## src/rtl/wb_arbiter_2m_pkg.sv

```systemverilog
// rtl/wb_arbiter_2m_pkg.sv - shared encodings and constants for the two-master Wishbone arbiter
package wb_arbiter_2m_pkg;

    typedef enum logic [1:0] {
        WB_ARB_IDLE  = 2'd0,
        WB_ARB_OWN0  = 2'd1,
        WB_ARB_OWN1  = 2'd2,
        WB_ARB_DRAIN = 2'd3
    } wb_arb_state_e;

    localparam int unsigned WB_ARB_TIMEOUT_DEFAULT = 255;
    localparam logic [31:0] ZeroWord = 32'h0000_0000;

    localparam logic LAST_M0 = 1'b0;
    localparam logic LAST_M1 = 1'b1;

endpackage

```

## src/rtl/wb_arb_timeout.sv

```systemverilog
// rtl/wb_arb_timeout.sv - 8-bit stall counter that flags when a slave access has run too long
module wb_arb_timeout #(
    parameter int unsigned TIMEOUT_CYCLES = 255
) (
    input  logic clk,
    input  logic rst,
    input  logic i_clear,
    input  logic i_enable,
    output logic o_expire
);

    localparam logic [7:0] LP_LIMIT = TIMEOUT_CYCLES[7:0];

    logic [7:0] r_count;

    always_ff @(posedge clk) begin
        if (rst || i_clear) begin
            r_count <= 8'd0;
        end else if (i_enable) begin
            r_count <= r_count + 8'd1;
        end
    end

    // A limit of zero disables the abort; the counter may wrap harmlessly.
    assign o_expire = (LP_LIMIT != 8'd0) && (r_count == LP_LIMIT);

endmodule

```

## src/rtl/wb_arbiter_2m.sv

```systemverilog
// rtl/wb_arbiter_2m.sv - round-robin two-master, one-slave Wishbone arbiter with stall timeout
module wb_arbiter_2m
    import wb_arbiter_2m_pkg::*;
#(
    parameter int unsigned TIMEOUT_CYCLES = WB_ARB_TIMEOUT_DEFAULT
) (
    input  logic        clk,
    input  logic        rst,
    input  logic        m0_cyc_i,
    input  logic        m0_stb_i,
    input  logic        m0_we_i,
    input  logic [3:0]  m0_sel_i,
    input  logic [31:0] m0_addr_i,
    input  logic [31:0] m0_data_i,
    output logic [31:0] m0_data_o,
    output logic        m0_ack_o,
    output logic        m0_err_o,
    input  logic        m1_cyc_i,
    input  logic        m1_stb_i,
    input  logic        m1_we_i,
    input  logic [3:0]  m1_sel_i,
    input  logic [31:0] m1_addr_i,
    input  logic [31:0] m1_data_i,
    output logic [31:0] m1_data_o,
    output logic        m1_ack_o,
    output logic        m1_err_o,
    output logic        s_cyc_o,
    output logic        s_stb_o,
    output logic        s_we_o,
    output logic [3:0]  s_sel_o,
    output logic [31:0] s_addr_o,
    output logic [31:0] s_data_o,
    input  logic [31:0] s_data_i,
    input  logic        s_ack_i,
    input  logic        s_err_i,
    output logic [1:0]  grant_o
);

    wb_arb_state_e r_state;
    wb_arb_state_e w_next;
    logic          r_last;
    logic          w_stb_own;
    logic          w_expire;
    logic          w_timeout;
    logic          w_clear;

    assign w_stb_own = ((r_state == WB_ARB_OWN0) && m0_stb_i) ||
                       ((r_state == WB_ARB_OWN1) && m1_stb_i);
    // A response arriving on the final stall cycle wins over the abort.
    assign w_timeout = w_expire && w_stb_own && !s_ack_i && !s_err_i;
    assign w_clear   = (w_next != r_state) || !w_stb_own || s_ack_i || s_err_i;

    wb_arb_timeout #(
        .TIMEOUT_CYCLES(TIMEOUT_CYCLES)
    ) u_timeout (
        .clk      (clk),
        .rst      (rst),
        .i_clear  (w_clear),
        .i_enable (w_stb_own),
        .o_expire (w_expire)
    );

    always_ff @(posedge clk) begin
        if (rst) begin
            r_state <= WB_ARB_IDLE;
            r_last  <= LAST_M1;
        end else begin
            r_state <= w_next;
            if (w_next == WB_ARB_OWN0) begin
                r_last <= LAST_M0;
            end else if (w_next == WB_ARB_OWN1) begin
                r_last <= LAST_M1;
            end
        end
    end

    always_comb begin
        w_next    = r_state;
        s_cyc_o   = 1'b0;
        s_stb_o   = 1'b0;
        s_we_o    = 1'b0;
        s_sel_o   = 4'h0;
        s_addr_o  = ZeroWord;
        s_data_o  = ZeroWord;
        m0_data_o = ZeroWord;
        m0_ack_o  = 1'b0;
        m0_err_o  = 1'b0;
        m1_data_o = ZeroWord;
        m1_ack_o  = 1'b0;
        m1_err_o  = 1'b0;
        grant_o   = 2'b00;
        case (r_state)
            WB_ARB_IDLE: begin
                if (m0_cyc_i && m1_cyc_i) begin
                    w_next = (r_last == LAST_M1) ? WB_ARB_OWN0 : WB_ARB_OWN1;
                end else if (m0_cyc_i) begin
                    w_next = WB_ARB_OWN0;
                end else if (m1_cyc_i) begin
                    w_next = WB_ARB_OWN1;
                end
            end
            WB_ARB_OWN0: begin
                grant_o   = 2'b01;
                s_cyc_o   = m0_cyc_i && !w_timeout;
                s_stb_o   = m0_stb_i && !w_timeout;
                s_we_o    = m0_we_i;
                s_sel_o   = m0_sel_i;
                s_addr_o  = m0_addr_i;
                s_data_o  = m0_data_i;
                m0_data_o = s_data_i;
                m0_ack_o  = s_ack_i;
                m0_err_o  = s_err_i || w_timeout;
                if (w_timeout) begin
                    w_next = WB_ARB_DRAIN;
                end else if (!m0_cyc_i) begin
                    w_next = m1_cyc_i ? WB_ARB_OWN1 : WB_ARB_IDLE;
                end
            end
            WB_ARB_OWN1: begin
                grant_o   = 2'b10;
                s_cyc_o   = m1_cyc_i && !w_timeout;
                s_stb_o   = m1_stb_i && !w_timeout;
                s_we_o    = m1_we_i;
                s_sel_o   = m1_sel_i;
                s_addr_o  = m1_addr_i;
                s_data_o  = m1_data_i;
                m1_data_o = s_data_i;
                m1_ack_o  = s_ack_i;
                m1_err_o  = s_err_i || w_timeout;
                if (w_timeout) begin
                    w_next = WB_ARB_DRAIN;
                end else if (!m1_cyc_i) begin
                    w_next = m0_cyc_i ? WB_ARB_OWN0 : WB_ARB_IDLE;
                end
            end
            WB_ARB_DRAIN: begin
                // r_last still names the aborted master; wait for it to let go.
                if ((r_last == LAST_M1) ? !m1_cyc_i : !m0_cyc_i) begin
                    w_next = WB_ARB_IDLE;
                end
            end
            default: w_next = WB_ARB_IDLE;
        endcase
    end

endmodule

```

## config.mk

```make
export PLATFORM = sky130hd
export DESIGN_NAME = wb_arbiter_2m
export DESIGN_NICKNAME = d
export VERILOG_FILES = /design/src/rtl/wb_arbiter_2m_pkg.sv /design/src/rtl/wb_arb_timeout.sv /design/src/rtl/wb_arbiter_2m.sv
export SDC_FILE = /design/constraint.sdc
export NUM_CORES = 1
export LEC_CHECK = 0
export BUFFER_PORTS_ARGS = -buffer_cell sky130_fd_sc_hd__clkbuf_2
export CAP_MARGIN = 20
export CORE_AREA = 2 2 123 125
export CTS_BUF_LIST = sky130_fd_sc_hd__clkbuf_8
export DETAILED_ROUTE_END_ITERATION = 10
export DIE_AREA = 0 0 125 127
export GPL_TIMING_DRIVEN = 0
export PLACE_DENSITY = 0.52
export SLEW_MARGIN = 20
export SYNTH_ARGS = -nofsm -noshare
export SYNTH_HDL_FRONTEND = slang
export SYNTH_SLANG_ARGS = --single-unit
```

## constraint.sdc

```tcl
create_clock -name clk -period 6.3 [get_ports clk]
set_input_delay 0.315 -clock clk [delete_from_list [all_inputs] [get_ports clk]]
set_output_delay 0.315 -clock clk [all_outputs]
set_load 0.005 [all_outputs]
```

==> summary.md, run 1 <==
| Metric | Value |
|---|---|
| Hold WC Path Type | input port to flop |
| # resized after CTS | 0 |
| Crit path buf inv count | 5 |
| Gpl congestion | ~0.89 |
| Core ar. | approximately 14,000 µm² |
| Syn Nets | 516 |
| Synthesized area per cell | ~7 µm² |
| Status | finished, final reports clean |
| # hold bufs at CTS | 0 |
| CTS buffer count | 3 |
| Layout fillers | between 1,500 and 2,000 |
| CTS sink cnt | 11 |
| Clk buf depth | 2 |
| Vias/cell | approximately 4.4 |
| Antenna-violating nets left | 0 |
| CP Data Required Time | between 5 and 6 ns |
| Area share of fa/ha/maj cells after synthesis | 4.33% |
| Vias in the first global route | 3,478 |
| Routed len/inst | roughly 16 µm |
| Worst Skew | between 0.001 and 0.0015 ns |
| Drt total wl | between 10,000 and 15,000 µm |
| Vias | roughly 3,600 |
| GR Overflow Total | 0 |
| Crit end category | primary output |
| RSZ-0062 raised after global routing | false |
| Cell count after synthesis | 330 |
| Final setup vio count | 0 |
| Share of cells above drive strength 1 | 49.8% |
| Worst-Margin Slew | just under 0.7 ns |
| Row cnt | 44 |
| Critical Path AT | between 2 and 3 ns |
| Final Max Tran Viols | 0 |
| Mapped Area | between 2000 and 2500 µm² |
| Initial antenna violation count | 0 |
| Post-Synth XOR/XNOR Area | under 10% |
| Setup TNS | 0 ns |
| Initial core utilization | roughly 16% |
| Die footprint | between 15,000 and 20,000 µm² |
| Die Width | around 130 µm |
| IO buf count | 318 |
| 1st-iter DRT viols | 110 |
| Detailed placement HPWL | around 12,000 µm |
| FF+latch count, synth | 11 |
| TritonCTS clock tree | built |
| Final #Nets | 839 |
| Final Cycle Share | 52.5% |
| Ys async rst share | 0% |
| Sequential cell area fraction in the yosys report | 9.52% |
| Pwr Density | 320 nW/µm² |
| Skew-Pair Late Insertion Delay | between 0.2 and 0.25 ns |
| Clock-pin slew on the worst setup and hold paths | around 0.050 ns |
| Lkg Pwr | between 2 and 2.5 nW |
| Main combinational cell family by area after synthesis | simple AND/OR/NAND/NOR gates |
| Clk root buf | clkbuf_8 |
| TritonRoute pass-1 iters | 4 |
| Multiplexer share of the synthesized area | under 10% |
| Delay-heaviest family, CP | buffers and inverters |
| Commonest non-fill, non-tap cell in the layout | clkbuf_2 |
| Crit start category | flop |
| Synth warn | 0 |
| Most common flop cell mapped by yosys | dfxtp_1 |
| Distinct cells, synth | 33 |
| I/O pins | ~320 |
| First-pass GRT wire length | approximately 19,000 µm |
| Max FO, Critical Path | 10 |
| Max Clk Rate | slightly above 300 MHz |
| Simple-gate share of the synthesized area | ~47% |
| Gr usage total | between 10 and 15% |
| Post CTS Setup Buffer Count | 0 |
| Worst path slowest cell | clkbuf_1 |
| Post-synth EDFFs | 0 |
| CP max stage delay | 0.53 ns |
| Rel. slew slack | between 50 and 60% |
| Most frequent cells in the layout | clkbuf_2, nor2b_1, a22oi_1 |
| R2R Setup Slk | ~3.5 ns |
| Most frequent CP cell | clkbuf_1 |
| DRC violations left | 0 |
| Largest net degree at the start of global routing | 11 |
| Fin. Hold Viols | 0 |
| Synth-to-Final Area Change | 80.7% |
| Max-cap violations | 0 |
| Worst IR Drop VDD | 157 µV |
| Htree depth | 1 |
| Antenna Diode Count | 0 |
| Final Util | between 20% and 30% |
| Power, Total | between 0.001 and 0.0015 W |
| WS Path Type | flop to primary output |
| Final min period | roughly 3.3 ns |
| Cell Chain, Critical Path | inv_1 > ha_1 > clkbuf_1 > clkbuf_1 > buf_1 > a22oi_1 > nor2b_1 > clkbuf_2 |
| Chip height | ~130 µm |
| Compound-cell area share of the yosys netlist | 27.9% |
-- layout make-up --
class,instances,area [µm²],share of cell area (%)
Multi-Input combinational cell,281,1950,46.6
Sequential cell,11,220,5.27
Buffer,32,121,2.90
Inverter,6,22.5,0.539
Tap cell,184,230,5.51
Clock buffer,3,41.3,0.988
Clock inverter,1,3.75,0.0898
Timing Repair Buffer,318,1590,38.1
-- logic make-up after synthesis --
kind of cell / count (synthesis)
buf+inv: 38
flops: 11
mux: 4
compound gates: 84
fa+ha+maj: 8
simple gates: 177
xor+xnor: 8
-- metal layers --
metal	vias to the layer above	GRT usage, %	wire, µm
met5	-	0	0
met4	0	2.35	178
met3	10	1.47	712
met2	166	28.0	6760
met1	1655	19.0	5390
li1	1813	-	-
-- power breakdown --
| group | leakage (nW) | internal, W | switching (W) | total (W) |
|---|---|---|---|---|
| sequential | 0.0892 | 0.0000768 | 0.0000113 | 0.0000881 |
| clock | 0.0269 | 0.0000428 | 0.0000271 | 0.0000700 |
| combinational | 2.01 | 0.000532 | 0.000647 | 0.00118 |
-- path summary, 6_finish.rpt --
| path | endpoint | from | depth (start not counted) |
|---|---|---|---|
| setup / recovery | s_data_o[9] | r_state[0] | 8 |
| hold / removal | r_state[0] | rst | 2 |
| setup reg to reg | r_last | r_state[0] | 10 |
| hold reg to reg | r_last | r_last | 2 |
-- worst register-to-register path, stage by stage, from the launching register on --
cell and delay [ns]:
dfxtp_1 0.37, inv_1 0.18, ha_1 0.20, clkbuf_1 0.53
o2111ai_1 0.16, or4_1 0.45, nand2_1 0.11, o21ai_0 0.14
ha_1 0.32, mux2i_1 0.18, nand2b_1 0.06
-- synth_stat cells (4+ instances only) --
cell,instances,area [µm²]
nand2b_1,4,25.0
buf_1,9,33.8
inv_1,6,22.5
mux2i_1,4,40.0
nor2_1,6,22.5
clkbuf_1,22,82.6
a22oi_1,70,526
nor4_1,8,50.1
dfxtp_1,11,220
nand3_1,6,30.0
nor2b_1,74,463
xnor2_1,5,43.8
ha_1,8,100
and2_1,66,413
nand2_1,6,22.5
-- state kept, by name (all words and copies together) (netlist names) --
| name | cells |
|---|---|
| u_timeout.r_count | 8 |
| r_state | 2 |
| r_last | 1 |
-- per-stage QoR --
stage / setup WS (ns) / cell area (µm²) / hold slack, ns / instances
5_1_grt: 2.71 / 4180 / 0.302 / 836
3_3_place_gp: 3.19 / 4130 / 0.540 / 832
6_report: 2.99 / 4180 / 0.296 / 836
4_1_cts: 2.93 / 4180 / 0.291 / 836
3_5_place_dp: 3.19 / 4130 / 0.530 / 832
2_1_floorplan: 3.99 / 2310 / 0.387 / 330
Power figures use the tool's default switching activity.
==> inputs of run 2 (changes only) <==
CORE_AREA = 2 2 124 126   (was 2 2 123 125)
DIE_AREA = 0 0 126 128   (was 0 0 125 127)
PLACE_DENSITY = 0.53   (was 0.52)
clock period = 2.8 ns   (was 6.3 ns; I/O delays follow)
==> summary.md, run 2 (synthesis results as in run 1) <==
| Metric | Value |
|---|---|
| Row cnt | 45 |
| Die Width | around 130 µm |
| Core ar. | 14,900 µm² |
| Skew-Pair Late Insertion Delay | around 0.24 ns |
| Setup TNS | 0 ns |
| Non-Filler Instances | ~840 |
| Largest net degree at the start of global routing | 11 |
| Final Util | around 28% |
| Most frequent cells in the layout | clkbuf_2, nor2b_1, a22oi_1 |
| Share of cells above drive strength 1 | between 50% and 60% |
| Chip height | about 130 µm |
| Final #Nets | between 800 and 900 |
| Clk root buf | clkbuf_8 |
| Biggest register | u_timeout.r_count |
| Gpl congestion | roughly 0.8 |
| DRC violations left | 0 |
| Clock-pin slew on the worst setup and hold paths | roughly 0.05 ns |
| Final min period | 2.59 ns |
| CTS sink cnt | 11 |
| I/O pins | approximately 320 |
| Placed cell count | around 840 |
| Critical Path AT | around 2.7 ns |
| Crit end category | flop |
| TritonCTS clock tree | built |
| GR Overflow Total | 0 |
| Die footprint | between 15,000 and 20,000 µm² |
| Crit start category | flop |
| Worst Skew | 0.00431 ns |
| RSZ-0062 raised after global routing | false |
| Power, Total | a little over 0.003 W |
| Worst IR Drop VDD | between 300 and 400 µV |
| IO buf count | between 300 and 400 |
| Vias in the first global route | between 3,000 and 4,000 |
| Hold Path Stages | 2 |
| Routed len/inst | ~15 µm |
| Worst-Margin Slew | 0.706 ns |
| Hold wc startpoint | rst |
| Hold WC Path Type | input port to flop |
| Final setup vio count | 0 |
| Antenna-violating nets left | 0 |
| WS Path Type | flop to flop |
| Detailed placement HPWL | roughly 11,000 µm |
| Regs by FF count | u_timeout.r_count: 8 flops, r_state: 2 flops, r_last: 1 flops |
| CTS buffer count | 3 |
| Placed instance area | 4140 µm² |
| Drt total wl | 12,800 µm |
| Htree depth | 1 |
| Max reg flops | 8 |
| TritonRoute pass-1 iters | 5 |
| Hold Path Sink | r_state[0] |
| R2R Path Start | r_state[1] |
| Rel. slew slack | approximately 53% |
| Final Cycle Share | 92.4% |
| Initial antenna violation count | 1 |
| Post-route cell area | 4200 µm² |
| Final Max Tran Viols | 0 |
| Max FO, Critical Path | 10 |
| Status | finished, final reports clean |
| Vias/cell | between 4 and 5 |
| Max-cap violations | 0 |
| # hold bufs at CTS | 0 |
| First-pass GRT wire length | between 15,000 and 20,000 µm |
| Max Clk Rate | 386 MHz |
| Initial core utilization | between 10% and 20% |
| Clk buf depth | 2 |
| Worst R2R Path Depth | 8 |
| Commonest non-fill, non-tap cell in the layout | clkbuf_2 |
| Synth-to-Final Area Change | 81.7% |
| Worst R2R End | u_timeout.r_count[3] |
| Gr usage total | between 10% and 20% |
| Vias | about 3,600 |
| 1st-iter DRT viols | 95 |
| Fin. Hold Viols | 0 |
| Lkg Pwr | between 2 and 2.5 nW |
| CP Data Required Time | between 2 and 3 ns |
| Pwr Density | just over 700 nW/µm² |
| R2R Setup Slk | around 0.21 ns |
## run 2: report_power, final
| part | leakage, nW | internal (W) | switching, W |
|---|---|---|---|
| Combinational | 2.03 | 0.00121 | 0.00148 |
| Clock | 0.0269 | 0.0000964 | 0.0000615 |
| Sequential | 0.0892 | 0.000173 | 0.0000244 |
## run 2: worst max-delay path by stage
stage          slack (ns)                   end  cells after the start        from
3_5_place_dp        -0.27           s_data_o[9]                      8  r_state[0]
6_report             0.21  u_timeout.r_count[3]                      8  r_state[1]
5_1_grt              0.02                r_last                     10  r_state[1]
2_1_floorplan        0.49                r_last                     10  r_state[1]
4_1_cts              0.06  u_timeout.r_count[3]                      8  r_state[1]
3_3_place_gp        -0.24           s_data_o[9]                      8  r_state[0]
## run 2: routing by layer
layer | track usage (%) | routed length [µm]
met4 | 1.36 | 12
met5 | 0 | 0
met1 | 19.0 | 5760
met3 | 1.63 | 698
met2 | 25.3 | 6290
## run 2: cell type report
class	instances	area [µm²]
Antenna cell	1	2.50
Buffer	32	130
Clock buffer	3	41.3
Clock inverter	1	3.75
Fill cell	1698	10700
Inverter	6	22.5
Multi-Input combinational cell	281	1950
Sequential cell	11	220
Tap cell	188	235
Timing Repair Buffer	318	1590
## run 2: critical path, cell delays in order, from the launching register on
cell and delay, ns:
dfxtp_1 0.37, inv_1 0.17, ha_1 0.16, clkbuf_4 0.21
a22oi_2 0.15, or4_1 0.58, a221o_1 0.34, o211ai_1 0.33
nor4_1 0.12
## run 2: stage by stage
stage	hold slack [ns]	setup WS, ns
after floorplan	0.212	0.486
after global placement	0.366	-0.243
after detailed placement	0.372	-0.275
after CTS	0.119	0.0584
after global routing	0.117	0.0219
final	0.116	0.213
## run 2: what timing repair did
action	in CTS	in global routing
buffers inserted	0	0
setup endpoints to repair	57	9
gates cloned	0	0
gates resized for setup	4	3
